`src/rtl/pc_stack_unit.sv`:
```
// Program counter with increment, jump, relative branch and call/return
// through an internal LIFO return stack; sticky overflow/underflow flags.
module pc_stack_unit #(
    parameter int unsigned       ADDR_W      = 8,
    parameter int unsigned       OFF_W       = 8,
    parameter int unsigned       STACK_DEPTH = 4,
    parameter logic [ADDR_W-1:0] RESET_VEC   = '0
) (
    input  logic                         clk,
    input  logic                         rst,
    input  logic                         stall,
    input  logic [2:0]                   op,
    input  logic [ADDR_W-1:0]            target,
    input  logic [OFF_W-1:0]             offset,
    input  logic                         clr_err,
    output logic [ADDR_W-1:0]            pc,
    output logic [ADDR_W-1:0]            ret_top,
    output logic [$clog2(STACK_DEPTH):0] sp,
    output logic                         stk_ovf,
    output logic                         stk_unf
);

    localparam int unsigned       IDX_W   = $clog2(STACK_DEPTH);
    localparam int unsigned       SP_W    = IDX_W + 1;
    localparam logic [SP_W-1:0]   SP_FULL = SP_W'(STACK_DEPTH);
    localparam logic [ADDR_W-1:0] PC_ONE  = ADDR_W'(1);

    typedef enum logic [2:0] {
        OP_HOLD   = 3'b000,
        OP_INC    = 3'b001,
        OP_JMP    = 3'b010,
        OP_BRANCH = 3'b011,
        OP_CALL   = 3'b100,
        OP_RET    = 3'b101
    } op_e;

    logic [ADDR_W-1:0] stack_mem [STACK_DEPTH];

    logic [ADDR_W-1:0] pc_next;
    logic [SP_W-1:0]   sp_next;
    logic [ADDR_W-1:0] pc_inc;
    logic [ADDR_W-1:0] off_ext;
    logic [IDX_W-1:0]  top_idx;
    logic [ADDR_W-1:0] top_entry;
    logic              push_en;
    logic              set_ovf;
    logic              set_unf;

    assign pc_inc    = pc + PC_ONE;
    assign off_ext   = ADDR_W'($signed(offset));
    // Depth is a power of two, so a full stack's low sp bits wrap to 0 and 0-1 lands on the last entry.
    assign top_idx   = sp[IDX_W-1:0] - IDX_W'(1);
    assign top_entry = stack_mem[top_idx];
    assign ret_top   = (sp == '0) ? '0 : top_entry;

    always_comb begin
        pc_next = pc;
        sp_next = sp;
        push_en = 1'b0;
        set_ovf = 1'b0;
        set_unf = 1'b0;
        if (!stall) begin
            case (op)
                OP_INC:    pc_next = pc_inc;
                OP_JMP:    pc_next = target;
                OP_BRANCH: pc_next = pc_inc + off_ext;
                OP_CALL: begin
                    pc_next = target;
                    if (sp == SP_FULL) begin
                        set_ovf = 1'b1;
                    end else begin
                        push_en = 1'b1;
                        sp_next = sp + SP_W'(1);
                    end
                end
                OP_RET: begin
                    if (sp == '0) begin
                        pc_next = RESET_VEC;
                        set_unf = 1'b1;
                    end else begin
                        pc_next = top_entry;
                        sp_next = sp - SP_W'(1);
                    end
                end
                default: pc_next = pc;
            endcase
        end
    end

    always_ff @(posedge clk or negedge rst) begin
        if (!rst) begin
            pc      <= RESET_VEC;
            sp      <= '0;
            stk_ovf <= 1'b0;
            stk_unf <= 1'b0;
        end else begin
            pc      <= pc_next;
            sp      <= sp_next;
            stk_ovf <= set_ovf | (stk_ovf & ~clr_err);
            stk_unf <= set_unf | (stk_unf & ~clr_err);
        end
    end

    always_ff @(posedge clk) begin
        if (push_en) begin
            stack_mem[sp[IDX_W-1:0]] <= pc_inc;
        end
    end

endmodule

```
`config.mk`:
```
export PLATFORM = sky130hd
export DESIGN_NAME = pc_stack_unit
export DESIGN_NICKNAME = d
export VERILOG_FILES = /design/src/rtl/pc_stack_unit.sv
export SDC_FILE = /design/constraint.sdc
export NUM_CORES = 1
export LEC_CHECK = 0
export BUFFER_PORTS_ARGS = -buffer_cell sky130_fd_sc_hd__buf_2
export CORE_MARGIN = 8
export CORE_UTILIZATION = 30
export CTS_BUF_LIST = sky130_fd_sc_hd__clkbuf_8
export DETAILED_ROUTE_END_ITERATION = 8
export SETUP_SLACK_MARGIN = 0.3
export SLEW_MARGIN = 0
export SYNTH_ARGS = -nofsm -noshare
export SYNTH_HDL_FRONTEND = slang
export SYNTH_SLANG_ARGS = --single-unit
```
`constraint.sdc`:
```
create_clock -name clk -period 3.45 [get_ports clk]
set_input_delay 0.1725 -clock clk [delete_from_list [all_inputs] [get_ports clk]]
set_output_delay 0.1725 -clock clk [all_outputs]
set_load 0.005 [all_outputs]
```
# Yosys cells after proc, flatten, opt, wreduce, memory -nomap -nowiden
# Memory sizes are Yosys's and may differ from the RTL's.
# Cells that the tools add are included.
[word_totals]
reg_bits = 13
mem_bits_rw = 32
in_bits = 23
output_inout_bits = 21
n_memories = 1
[op_classes]
add_sub_neg = 5
eq_ne = 8
mux = 16
n_bitwise = 6
n_reduce_logical = 6
[mem_list]
columns = ["memory", "words", "word_bits", "rd", "rd_clocked_by_memory_dff", "write_ports", "line", "source"]
rows = [
  ["stack_mem", 4, 8, 1, 0, 1, "37", "logic [ADDR_W-1:0] stack_mem [STACK_DEPTH];"],
]
[op_table]
columns = ["operator", "n"]
rows = [
  ["one-hot mux 8 bit (4 select lines)", 1],
  ["2-to-1 mux 1 bit", 11],
  ["== test 3 bit (second input constant)", 3],
  ["adder 8 x 1 -> 8 bit (second input constant)", 1],
  ["adder 8 bit", 1],
  ["2-to-1 mux 8 bit", 1],
  ["== test 3 x 2 -> 1 bit (second input constant)", 2],
  ["2-to-1 mux 3 bit", 2],
  ["one-hot mux 3 bit (2 select lines)", 1],
  ["!= test 2 bit (second input constant)", 2],
  ["AND reduction 4 bit", 1],
  ["nonzero test 4 bit", 1],
  ["adder 3 x 1 -> 3 bit (second input constant)", 1],
  ["== test 3 x 1 -> 1 bit (second input constant)", 1],
  ["zero test 3 bit", 1],
  ["subtractor 3 x 1 -> 3 bit (second input constant)", 1],
  ["bitwise AND 1 bit", 2],
  ["inverter 1 bit", 2],
  ["bitwise OR 1 bit", 2],
  ["AND reduction 2 bit", 1],
  ["nonzero test 2 bit", 1],
  ["OR reduction 2 bit", 1],
  ["subtractor 2 x 1 -> 2 bit (second input constant)", 1],
]

# Logic depth before layout (Yosys ltp)
[logic_depth]
depth_word = 6
mapped_depth = 11

# Worst setup path after synthesis
# OpenSTA, ideal clock, no wires.
[synth_timing]
path_kind = "register -> register"
from = "reg pc[0]"
to = "reg pc[7]"
setup_time_ns = 0.095
t_arrival_ns = 2.318
slack_ns = 1.037
stages_incl_launch_ff = 11
n_path_buf = 0
cell_sequence = "dfrtp_1 ha_1 nand2_1 xnor2_1 ha_1 a21o_1 a21o_1 a211oi_1 xor2_1 a211oi_1 o31ai_1"
[synth_via]
elab_chain_len = 3
[synth_lines]
columns = ["item", "line", "source"]
rows = [
  ["start: declaration", "16", "output logic [ADDR_W-1:0] pc,"],
  ["start signal: assignment", "97", "pc <= pc_next;"],
  ["adder 8 x 1 -> 8 bit", "49", "assign pc_inc = pc + PC_ONE;"],
  ["net pc_inc[4]", "41", "logic [ADDR_W-1:0] pc_inc;"],
  ["adder 8 bit", "66", "OP_BRANCH: pc_next = pc_inc + off_ext;"],
  ["one-hot mux 8 bit (4 select lines)", "63", "case (op)"],
]
# The timed path passes the listed nets, and every way through them passes these cells.
# A chain may end at the register's enable or synchronous reset.

# Final worst setup path
# Ends and elaborated chain as after synthesis.

==> key figures <==
Worst setup path
  • CP startpoint kind: flip-flop
  • Worst Setup End Kind: flip-flop
  • CP required: 3.59 ns
  • Setup CP Type: flip-flop to flip-flop
  • Worst Path Max Fanout: 8
  • Crit path DAT: 3.02 ns

Global route
  • Number of global-route vias before repair: 1961
  • First-pass GRT wire length: 11170 um
  • Initial antenna violation count: 0
  • Largest net degree at the start of global routing: 17
  • Aggregate global-route resource usage: 0.1149
  • Overflow after GRT: 0

Clocking
  • Total CTS buffers: 5
  • CTS tree: done
  • Sink Count: 45
  • Clock Latency Late Sink: 0.30 ns
  • # Post-CTS Setup Buffers: 0
  • # H-tree levels: 2
  • Reg clk slew, reported paths: 0.08 ns
  • Clock root buffer: clkbuf_8
  • Clock tree buffer depth: 2

STA
  • RSZ-0062 raised after global routing: false
  • Hold WS: 0.06285 ns
  • Final worst path period need: about 2.9 ns
  • Rel. slew slack: 0.2986
  • Final Hold Fails: 0
  • Fmax: 347.6 MHz
  • Setup violators final: 0
  • Max Slew Vio Count: 0
  • Worst Skew: 0.005715 ns
  • Least-Margin Pin Slew: approximately 1.0 ns
  • PnR worst setup slack: about 0.57 ns
  • Setup TNS: 0 ns
  • Tcrit/Tclk final: 0.8339

Floorplan
  • Initial Util: 0.3077
  • Die H: 110.6 um
  • Die span in x: approximately 110 um
  • Core Area: 8721 sq um
  • Ports: 44
  • Site Rows: 34
  • Die area: 12230 sq um

Placement
  • Place WS: 0.4776 ns
  • Dpl hpwl: around 5400 um
  • Routability-driven placement congestion ratio: 0.8397
  • Number of port buffers: 43
  • Placed insts: 372

Pwr
  • P per Cell Area: 702.0 nW/um^2
  • P_leak: 0.001248 uW
  • Worst vdd ir: 0.2811 mV

Route
  • Routed vias/inst: 5.165
  • Drt total wl: a little over 7000 um
  • Antenna viol nets, final: 0
  • Drt wl/cell: 18.55 um
  • Drt pass-1 iters: 4
  • Top layer in use: met4
  • Met3 wire length: 530 um
  • Met1 wire length: about 3300 um
  • DRC viols: 0
  • WL met2: 3158 um
  • Initial DRC count: around 130
  • Routed via count: 1968

Finish
  • Final nets: 309
  • Fillers: 867
  • Finished Layout Cells: 381
  • Area grow syn2layout: 15.01%
  • ANT cells: 0
  • Layout cells sized above 1: 0.2271

Synthesis
  • Sequential share of the synthesized area: 0.4793
  • Synth warn: 0
  • Post-Synthesis Mean Instance Area: 11.88 sq um
  • Mapped Nets: 263
  • Number of synthesized flops with an enable pin: 32
  • Synthesized cell area: 2684 sq um
  • Post-Synthesis Cells: 226
  • Top FF cell, synth: edfxtp_1
  • Yosys cell types: 49
  • Synthesized flop and latch total: 45
  • Async SR Flop Fraction: 0.2889

Outcome
  • Outcome: completed

Job
  • Max cap viols: 0

Worst hold path
  • Worst Hold Class: input pin to flip-flop
[placed cells by master, fill, tap and decap left out, drive strengths merged, types with 8 or more instances in the layout]
cell type,instances
nand2,13
a21oi,15
nor2,10
edfxtp,32
dfrtp,13
o21ai,15
a211oi,8
ha,12
and2,12
buf,45
inv,13
xnor2,9
nand2b,8
[synthesized netlist by cell type, drive strengths merged (2+ instances only)]
cell type,count,area [sq um]
clkbuf,2,27.53
fa,2,40.04
nor2,10,37.54
nand3,4,20.02
ha,12,150.1
a21oi,15,78.83
o21ai,15,75.07
and2,12,76.33
dfrtp,13,325.3
nand4,2,12.51
buf,5,48.79
mux4,7,176.4
o31ai,4,30.03
nor2b,3,18.77
a22o,2,17.52
xor2,7,61.31
a221o,2,20.02
xnor2,9,78.83
a21o,5,37.54
inv,12,45.04
nor3,3,15.01
a211oi,8,60.06
nand2,13,48.80
nand2b,8,50.05
edfxtp,32,960.9
[final timing paths]
kind                            depth (start not counted)      end     from  slack (ns)
worst max-delay path                                   11    pc[7]    pc[0]        0.57
worst min-delay path                                    2  stk_ovf  clr_err        0.06
worst max register to register                         11    pc[7]    pc[0]        0.57
worst min register to register                          2  stk_unf  stk_unf        0.52
max in group asynchronous                               2    pc[4]      rst        2.89
min in group asynchronous                               2    sp[0]      rst        0.30
[through the flow]
step | area, sq um | util | power, uW
after floorplan | 2684 | - | 1484
after global placement | 2973 | 0.3409 | 1841
after detailed placement | 2973 | 0.3409 | 1850
after CTS | 3072 | 0.3522 | 2179
after global routing | 3087 | 0.3539 | 2328
final | 3087 | 0.3539 | 2167
[critical path, cell delays in order, from the launching register on]
cell and delay (ns):
dfrtp_1 0.49, ha_1 0.23, nand2_1 0.15, nor2_1 0.21, xor2_2 0.31, ha_1 0.34, nand3_1 0.10, nor3_1 0.05
a211oi_1 0.42, xor2_1 0.12, a211oi_1 0.22, o31ai_1 0.09
[logic make-up after synthesis]
logic type	share of synthesized area
muxes	0.06946
xor gates and xnor gates	0.06061
and+or+nand+nor	0.1203
buffers and inverters	0.04522
DFF	0.4793
AOI/OAI and AO/OA	0.1543
adders and majority gates	0.07086
[sequential cells by signal (all words and copies together) (netlist names)]
| register | flops |
|---|---|
| sp | 3 |
| pc | 8 |
| stk_ovf | 1 |
| stack_mem | 32 |
| stk_unf | 1 |
[routing by layer]
metal | global-route usage | up-vias
li1 | - | 942
met1 | 0.1592 | 950
met2 | 0.1701 | 72
met3 | 0.03463 | 4
met4 | 0.02703 | 0
met5 | 0 | -
[layout make-up]
cell class | instances | area [sq um] | area share
sequential | 45 | 1286 | 0.4167
clock buffer | 5 | 68.82 | 0.02229
timing repair buffer | 46 | 240.2 | 0.07783
clock inverter | 3 | 20.02 | 0.006486
multi-input combinational | 162 | 1291 | 0.4183
inverter | 12 | 45.04 | 0.01459
tap | 108 | 135.1 | 0.04378
[where the power goes]
| group | total, uW | internal, uW | leakage, uW | switching, uW |
|---|---|---|---|---|
| logic | 1080 | 489 | 0.000754 | 591 |
| clock network | 330 | 141 | 0.0000455 | 188 |
| registers | 756 | 680 | 0.000449 | 76.1 |
| total | 2170 | 1310 | 0.00125 | 856 |
[repair_timing]
item | in CTS | in global routing
hold buffers | 1 | 0
endpoints found under the setup margin | 0 | 1
endpoints found under the hold margin | 13 | 0
resized for setup | 0 | 2
Power figures use the tool's default switching activity.
